[src/rtl/tdm_demux1b1to4_pkg.sv]
// Shared types and constants for the 1-bit, 4-slot TDM demultiplexer.
// The slot counter and the top-level frame FSM both import this package.
package tdm_demux1b1to4_pkg;

  localparam int NSLOT  = 4;
  localparam int SLOT_W = 2;

  typedef enum logic {
    IDLE = 1'b0,
    RUN  = 1'b1
  } state_e;

  typedef logic [SLOT_W-1:0] slot_t;

  localparam slot_t FIRST_SLOT = slot_t'(0);
  localparam slot_t LAST_SLOT  = slot_t'(NSLOT - 1);

  function automatic logic isLastSlot(input slot_t s);
    return (s == LAST_SLOT);
  endfunction

endpackage

[src/rtl/tdm_demux1b1to4_slot_cnt2.sv]
// Modulo-4 slot counter with clear, load-to-1 and count enable.
// Priority is clear, then load-to-1, then increment.
module slot_cnt2
  import tdm_demux1b1to4_pkg::*;
(
  input  logic  clk,
  input  logic  rst,
  input  logic  clr_i,
  input  logic  load1_i,
  input  logic  inc_i,
  output slot_t cnt_o
);

  slot_t cnt_q, cnt_d;

  always_comb begin
    cnt_d = cnt_q;
    if (clr_i) begin
      cnt_d = FIRST_SLOT;
    end else if (load1_i) begin
      cnt_d = slot_t'(1);
    end else if (inc_i) begin
      // Natural 2-bit overflow provides the 3 -> 0 wrap.
      cnt_d = cnt_q + slot_t'(1);
    end
  end

  always_ff @(posedge clk or posedge rst) begin
    if (rst) begin
      cnt_q <= FIRST_SLOT;
    end else begin
      cnt_q <= cnt_d;
    end
  end

  assign cnt_o = cnt_q;

endmodule

[src/rtl/tdm_demux1b1to4.sv]
// Serial TDM demultiplexer: aligns to a sync-marked frame of four 1-bit slots
// and presents the last complete frame on a..d with a one-cycle valid pulse.
module tdm_demux1b1to4
  import tdm_demux1b1to4_pkg::*;
(
  input  logic       clk,
  input  logic       rst,
  input  logic       din,
  input  logic       sync,
  input  logic       en,
  output logic       a,
  output logic       b,
  output logic       c,
  output logic       d,
  output logic [1:0] slot,
  output logic       frame_valid,
  output logic       sync_err
);

  state_e     state_q, state_d;
  logic [2:0] shadow_q, shadow_d;
  logic [3:0] frame_q, frame_d;
  logic       frameValid_q, frameValid_d;
  logic       syncErr_q, syncErr_d;
  logic       cntLoad1;
  logic       cntInc;
  slot_t      slotCur;

  slot_cnt2 u_slot_cnt2 (
    .clk     (clk),
    .rst     (rst),
    .clr_i   (1'b0),
    .load1_i (cntLoad1),
    .inc_i   (cntInc),
    .cnt_o   (slotCur)
  );

  always_comb begin
    state_d      = state_q;
    shadow_d     = shadow_q;
    frame_d      = frame_q;
    frameValid_d = 1'b0;
    syncErr_d    = 1'b0;
    cntLoad1     = 1'b0;
    cntInc       = 1'b0;

    if (en) begin
      unique case (state_q)
        IDLE: begin
          if (sync) begin
            shadow_d = {2'b00, din};
            cntLoad1 = 1'b1;
            state_d  = RUN;
          end
        end

        RUN: begin
          // A misplaced sync restarts the frame; the partial one is dropped.
          if (sync && (slotCur != FIRST_SLOT)) begin
            shadow_d  = {2'b00, din};
            cntLoad1  = 1'b1;
            syncErr_d = 1'b1;
          end else if (isLastSlot(slotCur)) begin
            frame_d      = {shadow_q[0], shadow_q[1], shadow_q[2], din};
            frameValid_d = 1'b1;
            cntInc       = 1'b1;
          end else begin
            case (slotCur)
              2'd0:    shadow_d[0] = din;
              2'd1:    shadow_d[1] = din;
              2'd2:    shadow_d[2] = din;
              default: shadow_d    = shadow_q;
            endcase
            cntInc = 1'b1;
          end
        end

        default: state_d = IDLE;
      endcase
    end
  end

  always_ff @(posedge clk or posedge rst) begin
    if (rst) begin
      state_q      <= IDLE;
      shadow_q     <= '0;
      frame_q      <= '0;
      frameValid_q <= 1'b0;
      syncErr_q    <= 1'b0;
    end else begin
      state_q      <= state_d;
      shadow_q     <= shadow_d;
      frame_q      <= frame_d;
      frameValid_q <= frameValid_d;
      syncErr_q    <= syncErr_d;
    end
  end

  assign a           = frame_q[3];
  assign b           = frame_q[2];
  assign c           = frame_q[1];
  assign d           = frame_q[0];
  assign slot        = slotCur;
  assign frame_valid = frameValid_q;
  assign sync_err    = syncErr_q;

endmodule

[config.mk]
export PLATFORM = sky130hd
export DESIGN_NAME = tdm_demux1b1to4
export DESIGN_NICKNAME = d
export VERILOG_FILES = /design/src/rtl/tdm_demux1b1to4_pkg.sv /design/src/rtl/tdm_demux1b1to4_slot_cnt2.sv /design/src/rtl/tdm_demux1b1to4.sv
export SDC_FILE = /design/constraint.sdc
export NUM_CORES = 1
export LEC_CHECK = 0
export CORE_AREA = 5 5 42 44
export CTS_CLUSTER_SIZE = 12
export DETAILED_ROUTE_END_ITERATION = 8
export DIE_AREA = 0 0 47 49
export HOLD_SLACK_MARGIN = 0.15
export PLACE_DENSITY_LB_ADDON = 0.2
export SYNTH_ARGS = -nofsm -noshare
export SYNTH_HDL_FRONTEND = slang
export SYNTH_SLANG_ARGS = --single-unit
[constraint.sdc]
create_clock -name clk -period 1.9 [get_ports clk]
set_input_delay 0.57 -clock clk [delete_from_list [all_inputs] [get_ports clk]]
set_output_delay 0.57 -clock clk [all_outputs]
set_load 0.005 [all_outputs]
==> summary.txt, run 1 <==
Setup path
  • Levels on crit path: 1
  • R2R depth: 4
  • Crit-path max cell delay: 530 ps
  • CP startpoint: u_slot_cnt2.cnt_o[0]
  • Largest delay share family, worst path: buffers and inverters
  • R2R setup slack: 350 ps
  • Critical R2R Launch: u_slot_cnt2.cnt_o[0]
  • Worst Path Max Fanout: 6
  • Worst reg2reg endpoint: shadow_q[0]
  • Setup CP Type: register to output pin
  • Crit. End Element: output pin
  • Worst path cell trace: clkdlybuf4s50_1
  • Worst Path Required: around 1300 ps
  • Critical path arrival: around 1200 ps
  • Critical-path top delay cell: clkdlybuf4s50_1
  • CP Launch Type: register
  • Crit path to: slot[0]
  • Critical path buffer and inverter count: 1

Synthesis
  • Post-synthesis adder-cell area fraction: 8.57%
  • Post-Synthesis Cells: 45
  • Simple-Gate Fraction of Synth Area: 14.8%
  • Area leader, netlist: dfrtp_1
  • Syn_area_per_cell: 13.0 um2
  • Post-synthesis mux area share: 12.2%
  • Ys async rst share: between 90% and 100%
  • Synth Warn #: 0
  • Area fraction of the dominant cell type after synthesis: approximately 51%
  • Main flop type after synthesis: dfrtp_1
  • Post-Synth XOR/XNOR Area: 0%
  • Cell Area, Synth: 584 um2
  • Post-Syn Nets: 54
  • Post-synth cell types: 18
  • EDFF count, synth: 0
  • Flops & latches, synth: 12
  • Synth Area in Compound Gates: 10.5%
  • Largest family of logic cells by synthesized area: simple AND/OR/NAND/NOR gates
  • Largest cells by area after synthesis: dfrtp_1 51%, mux2_4 10%, ha_1 8.6%
  • Seq/Total Area, Yosys: between 50% and 60%

Die
  • Core ar.: between 1000 and 1500 um2
  • Die H: ~49 um
  • Die area: 2300 um2
  • Cell Rows: 14
  • Die width: 47 um
  • Num ports: 13
  • Starting Density: 41.7%

Global routing
  • Number of global-route vias before repair: 415
  • First-pass GRT wire length: 1780 um
  • GRT Util Overall: 10.7%
  • Largest net degree at the start of global routing: 13
  • Total congestion overflow: 0
  • Antenna violations before repair: 0

Timing
  • Worst-Margin Slew: between 400 and 500 ps
  • Tmin final: 1810 ps
  • WHS: between 500 and 600 ps
  • Setup_tns: 0 ps
  • Max Clk Rate: around 550 MHz
  • Final Hold Viols: 0
  • Count of final max-slew check failures: 0
  • Skew final: 1.92 ps
  • Period utilization: 95.2%
  • RSZ-0062 raised after global routing: false
  • Final setup viols: 0
  • Slew Limit Headroom: between 60% and 70%

Cells and area
  • Fillers: between 100 and 150
  • Share of layout cells above drive strength 1: 21.9%
  • Nets: 74
  • Area grow syn2layout: 34.0%
  • Ant diodes: 0

Power and ir drop
  • Pwr dens: 1360 nW/um2
  • Power after layout: 0.00107 W
  • Peak supply drop: 0.648 mV
  • Static Leak: about 0.37 nW

Detailed routing
  • Residual DRC: 0
  • Drt pass-1 iters: 4
  • Routed WL per cell: between 10 and 15 um
  • Vias after detailed routing: 409
  • DRT iter0 DRCs: 4
  • Vias per cell: 5.11
  • DRT antenna net count: 0
  • WL final: 1080 um

Clock network
  • H-tree depth: 1
  • Root buf cell: clkbuf_4
  • Clock buffer depth: 2
  • Total CTS buffers: 3
  • Sink Count: 12
  • Post-CTS Resized: 0
  • Setup Buffers After CTS: 0
  • # hold bufs at CTS: 0
  • Clock transition at path regs: 80 ps
  • Worst skew pair latency: 270 ps
  • CTS tree: yes

Run status
  • Outcome: complete, no violations

Flow run
  • Maxcap violations: 0

Place
  • DP Wirelength: 840 um
  • Final GP Congestion: 0.764
  • Buffers on Ports: 12

Worst hold path
  • Worst hold path class: register to register
-- per-layer routing --
layer  routed length, um  share of wire [%]  track usage (%)
met2                 495                 46             16.1
met5                   0                  0                0
met3                  68                6.3             4.43
met4                  15                1.4             4.15
met1                 502                 46             13.3
-- metrics by stage --
stage               util [%]  setup slack [ps]  std cells  instance area (um2)
detailed placement      53.3              14.1         76                  747
floorplan                  -               435         45                  584
global placement        53.3              38.1         76                  747
global route            55.9              33.2         80                  783
CTS                     55.9              75.4         80                  783
finish                  55.9              90.8         80                  783
-- worst register-to-register path, cell delays in order (launching register included) --
cell and delay, ps:
dfrtp_1 430, ha_1 270, and3b_1 210, a32oi_1 170, mux2_1 340
-- cell usage after synthesis (3+ instances only) --
master	number
dfrtp_1	12
mux2_4	4
a32o_1	3
nand2_1	4
o21ai_0	3
ha_1	4
inv_1	4
-- registers in the layout, summed over array words and instances (netlist names) --
name,flops
frame_q,4
shadow_q,3
u_slot_cnt2.cnt_o,2
frame_valid,1
state_q,1
sync_err,1
-- layout by cell type (no fill, tap or decap), types with 3 or more instances in the layout --
cell,count
dfrtp_1,12
clkdlybuf4s50_1,12
nand2_1,4
mux2_4,4
inv_1,4
ha_1,4
a32o_1,3
o21ai_0,3
clkbuf_4,3
buf_4,3
-- where the power goes --
group | switching [W] | leakage (nW) | internal [W]
Sequential | 0.0000664 | 0.150 | 0.000352
Clock | 0.0000873 | 0.0210 | 0.000117
Combinational | 0.000162 | 0.201 | 0.000282
-- worst min path at each step --
| stage | end | depth (start not counted) | start | slack, ps |
|---|---|---|---|---|
| finish | shadow_q[0] | 1 | shadow_q[0] | 510 |
| global route | shadow_q[0] | 1 | shadow_q[0] | 540 |
| CTS | shadow_q[0] | 1 | shadow_q[0] | 520 |
| global placement | shadow_q[0] | 1 | shadow_q[0] | 480 |
| detailed placement | frame_q[2] | 1 | shadow_q[1] | 500 |
| floorplan | frame_q[0] | 1 | rst | 430 |
-- final cells by class --
| type | count | area, um2 | share of cell area [%] |
|---|---|---|---|
| Clock buffer | 4 | 36.3 | 4.63 |
| Multi-Input combinational cell | 29 | 269 | 34.3 |
| Sequential cell | 12 | 300 | 38.3 |
| Inverter | 4 | 15.0 | 1.92 |
| Tap cell | 16 | 20.0 | 2.56 |
| Timing Repair Buffer | 15 | 143 | 18.2 |
-- kinds of logic (layout without fill, tap and decap cells) --
| family | after synthesis | after routing |
|---|---|---|
| AO/OA/AOI/OAI | 8 | 8 |
| adder cells (fa/ha/maj) | 4 | 4 |
| buffers and inverters | 4 | 23 |
| flip-flops | 12 | 12 |
| multiplexers | 5 | 5 |
| AND/OR/NAND/NOR | 12 | 12 |
No activity file was read; power rests on OpenSTA's default activity.
==> run 2: changes to the inputs <==
==> constraint.sdc (replaced) <==
create_clock -name clk -period 1.9 [get_ports clk]
set_input_delay 0.38 -clock clk [delete_from_list [all_inputs] [get_ports clk]]
set_output_delay 0.38 -clock clk [all_outputs]
set_load 0.005 [all_outputs]
==> summary.txt, run 2 (synthesis gave the netlist of run 1 again) <==
Global routing
  • GRT Util Overall: 10.8% (+0.079 points)
  • Total congestion overflow: 0 (unchanged)
  • Largest net degree at the start of global routing: 13 (unchanged)
  • Number of global-route vias before repair: 422 (+1.7%)
  • Antenna violations before repair: 0 (unchanged)
  • First-pass GRT wire length: 1790 um (+0.39%)

Detailed routing
  • Drt pass-1 iters: 4 (unchanged)
  • Residual DRC: 0 (unchanged)
  • DRT iter0 DRCs: 11 (+7)
  • Routed WL per cell: 13.8 um (+2.1%)
  • Vias per cell: 5.32 (+4.0%)
  • Vias after detailed routing: 404 (-1.2%)
  • WL final: 1050 um (-3.0%)
  • DRT antenna net count: 0 (unchanged)

Die
  • Die H: 49 um (unchanged)
  • Starting Density: 41.7% (unchanged)
  • Cell Rows: 14 (unchanged)
  • Core ar.: 1400 um2 (unchanged)
  • Num ports: 13 (unchanged)
  • Die area: 2300 um2 (unchanged)
  • Die width: 47 um (unchanged)

Place
  • Placed Area: 724 um2 (-3.0%)
  • Buffers on Ports: 12 (unchanged)
  • Placed Cells incl. Taps: 73 (-3.9%)
  • DP Wirelength: 818 um (-2.6%)
  • Final GP Congestion: 0.812 (+6.3%)
  • Pre-CTS setup slack: 146 ps (+132 ps)

Timing
  • Count of final max-slew check failures: 0 (unchanged)
  • Period utilization: 84.5% (-11 points)
  • Final setup viols: 0 (unchanged)
  • RSZ-0062 raised after global routing: false
  • Max Clk Rate: 623 MHz (+13%)
  • Tmin final: 1610 ps (-203 ps)
  • Worst-Margin Slew: 458 ps (+5.76 ps)
  • Final Hold Viols: 0 (unchanged)
  • Skew final: 0.381 ps (-1.54 ps)
  • Slack of the critical path: 294 ps (+203 ps)
  • Setup_tns: 0 ps (unchanged)
  • Slew Limit Headroom: 69.4% (-0.38 points)

Power and ir drop
  • Switch share: 30.2% (+0.55 points)
  • Combinational share of power: 42.9% (+1.2 points)
  • Int Power: 0.000693 W (-7.7%)
  • Psw: 0.000299 W (-5.3%)
  • Power after layout: 0.000992 W (-7.0%)
  • Pwr dens: 1330 nW/um2 (-2.5%)
  • Flop pwr share: 42.1% (+2.9 points)
  • Static Leak: 0.351 nW (-5.8%)
  • Clock Power Share: 14.9% (-4.2 points)
  • Peak supply drop: 0.568 mV (-12%)

Clock network
  • Setup Buffers After CTS: 0 (unchanged)
  • Worst skew pair latency: 260 ps (about the same)
  • Sink Count: 12 (unchanged)
  • # hold bufs at CTS: 0 (unchanged)
  • Total CTS buffers: 3 (unchanged)
  • CTS tree: yes
  • Root buf cell: clkbuf_4
  • Clock buffer depth: 2 (unchanged)
  • H-tree depth: 1 (unchanged)
  • Post-CTS Resized: 0 (unchanged)
  • Clock transition at path regs: 70 ps (about the same)

Setup path
  • Critical-path top delay cell: clkdlybuf4s50_1
  • R2R depth: 4 (unchanged)
  • Levels on crit path: 1 (unchanged)
  • Critical path arrival: 1230 ps (about the same)
  • Worst Path Max Fanout: 6 (unchanged)
  • Crit-path max cell delay: 540 ps (about the same)
  • R2R setup slack: 340 ps (about the same)
  • Largest delay share family, worst path: buffers and inverters
  • Crit path to: slot[0]
  • Worst Path Required: 1520 ps (+190 ps)
  • Worst reg2reg endpoint: shadow_q[0]
  • Worst path cell trace: clkdlybuf4s50_1
  • Critical R2R Launch: u_slot_cnt2.cnt_o[0]
  • Crit. End Element: output pin
  • Setup CP Type: register to output pin
  • CP startpoint: u_slot_cnt2.cnt_o[0]
  • Critical path buffer and inverter count: 1 (unchanged)
  • CP Launch Type: register

Cells and area
  • Area grow syn2layout: 27.8%
  • Largest Register: frame_q
  • Cell area after layout: 747 um2 (-4.6%)
  • Ant diodes: 0 (unchanged)
  • Finished Layout Cells: 76 (-5.0%)
  • Max reg flops: 4 (unchanged)
  • Share of layout cells above drive strength 1: 16.7% (-5.2 points)
  • Most frequent cells in the layout: 12 x dfrtp_1, 12 x clkdlybuf4s50_1
  • Nets: 71 (-4.1%)

Flow run
  • Maxcap violations: 0 (unchanged)

Run status
  • Outcome: complete, no violations

Worst hold path
  • Worst hold path class: primary input to async pin
-- run 2: layer usage --
metal  up-vias  track usage, %  part of all wire, %
met5         -               0                    0
met4         0            5.53                 0.67
li1        192               -                    -
met3         2            3.32                  6.4
met2         9            16.5                   49
met1       201            13.2                   44
-- run 2: how the worst min path moves through the flow --
stage,from,cells after the start,endpoint
2_1_floorplan,rst,1,frame_q[0]
3_3_place_gp,shadow_q[0],1,shadow_q[0]
3_5_place_dp,shadow_q[0],1,shadow_q[0]
4_1_cts,rst,2,frame_q[0]
5_1_grt,rst,2,frame_q[0]
6_report,rst,2,frame_q[0]
-- run 2: metrics by stage --
| step | hold slack, ps | utilization (%) |
|---|---|---|
| floorplan | 245 | - |
| global placement | 480 | 51.7 |
| detailed placement | 482 | 51.7 |
| CTS | 437 | 53.3 |
| global route | 466 | 53.3 |
| finish | 429 | 53.3 |
-- run 2: layout make-up --
type,count,area [um2]
Timing Repair Buffer,12,120
Tap cell,16,20.0
Inverter,4,15.0
Multi-Input combinational cell,29,269
Clock buffer,3,22.5
Fill cell,130,654
Sequential cell,12,300
-- run 2: power groups by stage --
stage / logic, W / clock network [W] / registers (W)
4_1_cts: 0.000431 / 0.000159 / 0.000420
3_3_place_gp: 0.000429 / 0 / 0.000421
3_5_place_dp: 0.000427 / 0 / 0.000425
5_1_grt: 0.000464 / 0.000167 / 0.000437
2_1_floorplan: 0.000239 / 0 / 0.000419
6_report: 0.000426 / 0.000148 / 0.000418
==> run 3: changes to the inputs <==
--- a/config.mk
+++ b/config.mk
@@ -5,10 +5,10 @@
 export SDC_FILE = /design/constraint.sdc
 export NUM_CORES = 1
 export LEC_CHECK = 0
-export CORE_AREA = 5 5 42 44
+export CORE_MARGIN = 5
+export CORE_UTILIZATION = 42
 export CTS_CLUSTER_SIZE = 12
 export DETAILED_ROUTE_END_ITERATION = 8
-export DIE_AREA = 0 0 47 49
 export HOLD_SLACK_MARGIN = 0.15
 export PLACE_DENSITY_LB_ADDON = 0.2
 export SYNTH_ARGS = -nofsm -noshare
==> constraint.sdc (replaced) <==
create_clock -name clk -period 1.3 [get_ports clk]
set_input_delay 0.26 -clock clk [delete_from_list [all_inputs] [get_ports clk]]
set_output_delay 0.26 -clock clk [all_outputs]
set_load 0.005 [all_outputs]
==> summary.txt, run 3 (synthesis gave the netlist of run 1 again) <==
Run status
  • Outcome: complete, but fails checks
  • Failing checks: setup timing

Global routing
  • First-pass GRT wire length: 2280 um (+28%)
  • Largest net degree at the start of global routing: 13 (unchanged)
  • Antenna violations before repair: 0 (unchanged)
  • Number of global-route vias before repair: 516 (+22%)
  • GRT Util Overall: 15.5% (+4.7 points)
  • Total congestion overflow: 0 (unchanged)

Cells and area
  • Nets: 88 (+24%)
  • Layout Utilization: 73.2% (+20 points)
  • Share of layout cells above drive strength 1: 55.1% (+38 points)
  • Finished Layout Cells: 93 (+22%)
  • Ant diodes: 0 (unchanged)
  • Max reg flops: 4 (unchanged)
  • Commonest non-fill, non-tap cell in the layout: buf_4
  • Most frequent cells in the layout: 14 x buf_4, 10 x dfrtp_1, 6 x dlygate4sd2_1, 5 x mux2_4
  • Area grow syn2layout: 63.0%
  • Largest Register: frame_q

Timing
  • Count of final max-slew check failures: 0 (unchanged)
  • Skew final: 9.10 ps (+8.72 ps)
  • Worst-Margin Slew: 288 ps (-170 ps)
  • Max Clk Rate: 688 MHz
  • RSZ-0062 raised after global routing: true
  • Period utilization: 112%
  • Final setup viols: 9 (+9)
  • Final Hold Viols: 0 (unchanged)
  • Slack of the critical path: -155 ps (-448 ps)
  • Tmin final: 1450 ps
  • Slew Limit Headroom: 80.7% (+11 points)

Power and ir drop
  • Static Leak: 0.477 nW (+36%)
  • Flop pwr share: 29.7% (-12 points)
  • Psw: 0.000634 W (+110%)
  • Clock Power Share: 15.2% (+0.3 points)
  • Int Power: 0.00138 W (+100%)
  • Peak supply drop: 1.10 mV (+94%)
  • Combinational share of power: 55.1% (+12 points)
  • Switch share: 31.4% (+1.3 points)
  • Pwr dens: 2120 nW/um2 (+60%)

Die
  • Core ar.: 1300 um2 (-7.1%)
  • Num ports: 13 (unchanged)
  • Cell Rows: 13 (-1)
  • Die area: 2240 um2 (-2.9%)
  • Starting Density: 44.9% (+3.2 points)
  • Die width: 47.3 um (+0.64%)
  • Die H: 47.3 um (-3.5%)

Setup path
  • R2R depth: 6 (+2)
  • R2R setup slack: -150 ps (-490 ps)
  • Crit-path max cell delay: 420 ps (-120 ps)
  • Worst reg2reg endpoint: frame_q[2]
  • CP Launch Type: register
  • CP startpoint: u_slot_cnt2.cnt_o[1]
  • Worst Path Required: 1460 ps (-60 ps)
  • Setup CP Type: register to register
  • Critical-path top delay cell: dfrtp_2
  • Worst Path Max Fanout: 5 (-1)
  • Worst path cell trace: buf_6, inv_4, ha_4, nand2b_4, nand3_4, mux2_4
  • Critical R2R Launch: u_slot_cnt2.cnt_o[1]
  • Crit. End Element: register
  • Critical path arrival: 1620 ps (+390 ps)

Clock network
  • # hold bufs at CTS: 0 (unchanged)
  • Worst skew pair latency: 280 ps (+20 ps)
  • Clock buffer depth: 2 (unchanged)
  • H-tree depth: 1 (unchanged)
  • Root buf cell: clkbuf_4
  • Total CTS buffers: 3 (unchanged)
  • Sink Count: 12 (unchanged)
  • CTS tree: yes
  • Clock transition at path regs: 80 ps (about the same)

Detailed routing
  • WL final: 1380 um (+32%)
  • Residual DRC: 0 (unchanged)
  • DRT antenna net count: 0 (unchanged)
  • Drt pass-1 iters: 4 (unchanged)
  • Vias per cell: 5.11 (-3.9%)
  • DRT iter0 DRCs: 6 (-5)
  • Routed WL per cell: 14.9 um (+7.8%)
  • Vias after detailed routing: 475 (+18%)

Worst hold path
  • Worst hold path class: primary input to async pin

Flow run
  • Maxcap violations: 0 (unchanged)

Place
  • Final GP Congestion: 0.781 (-3.9%)
  • Placed Cells incl. Taps: 81 (+11%)
  • Buffers on Ports: 12 (unchanged)
  • DP Wirelength: 969 um (+18%)
==> run 3: changes by cell type in the layout (fill, tap and decap cells not counted), moves of 2 or more <==
cell and change:
inv_1 -2, nand2_2 +2, buf_6 +4, dfrtp_2 +2, dlygate4sd2_1 +6, clkdlybuf4s50_1 -8, inv_4 +2, dfrtp_1 -2
buf_4 +14, nand2_1 -3, ha_4 +2, ha_1 -2
==> run 3: layout make-up <==
type                       instances  area (um2)
multi-input combinational         29         327
sequential                        12         303
tap                               15        18.8
inverter                           4        20.0
fill                              98         349
timing repair buffer              29         248
clock buffer                       4        36.3
==> run 3: power groups by stage <==
| stage | clock network [W] | registers (W) | logic, W |
|---|---|---|---|
| after CTS | 0.000315 | 0.000598 | 0.00104 |
| after global placement | 0 | 0.000627 | 0.000818 |
| final | 0.000307 | 0.000599 | 0.00111 |
| after global routing | 0.000330 | 0.000621 | 0.00122 |
| after detailed placement | 0 | 0.000641 | 0.000859 |
| after floorplan | 0 | 0.000637 | 0.000408 |
==> run 3: how the worst max path moves through the flow <==
stage | endpoint | slack (ps)
floorplan | shadow_q[0] | -70
global placement | shadow_q[0] | -290
detailed placement | shadow_q[0] | -330
CTS | shadow_q[0] | -170
global route | shadow_q[0] | -200
finish | frame_q[2] | -150
==> run 3: what timing repair did <==
action | CTS | global route
gates resized for setup | 20 | 6
pin swaps | 6 | 3
endpoints found under the hold margin | 0 | 0
buffers inserted | 7 | 2
endpoints found under the setup margin | 15 | 9
==> run 3: stage by stage <==
| stage | cell area [um2] | total power [W] | TNS [ps] | hold slack [ps] | setup slack (ps) |
|---|---|---|---|---|---|
| floorplan | 619 | 0.00105 | -161 | 125 | -67.7 |
| global placement | 826 | 0.00144 | -2020 | 478 | -287 |
| detailed placement | 826 | 0.00150 | -2270 | 499 | -329 |
| CTS | 922 | 0.00195 | -1050 | 256 | -172 |
| global route | 952 | 0.00217 | -1510 | 275 | -202 |
| finish | 952 | 0.00202 | -994 | 252 | -155 |
==> run 3: routing by layer <==
metal | up-vias | wire length, um | track usage [%]
li1 | 226 | - | -
met3 | 6 | 104 | 5.36
met2 | 20 | 733 | 27.0
met4 | 0 | 36 | 8.29
met5 | - | 0 | 0
met1 | 223 | 509 | 16.1
==> run 3: critical path: cells and delay by family (launching register included) <==
kind | cells | cell delay [ps]
adders and majority gates | 1 | 160
buffers and inverters | 2 | 190
DFF | 1 | 420
muxes | 1 | 320
and+or+nand+nor | 2 | 250
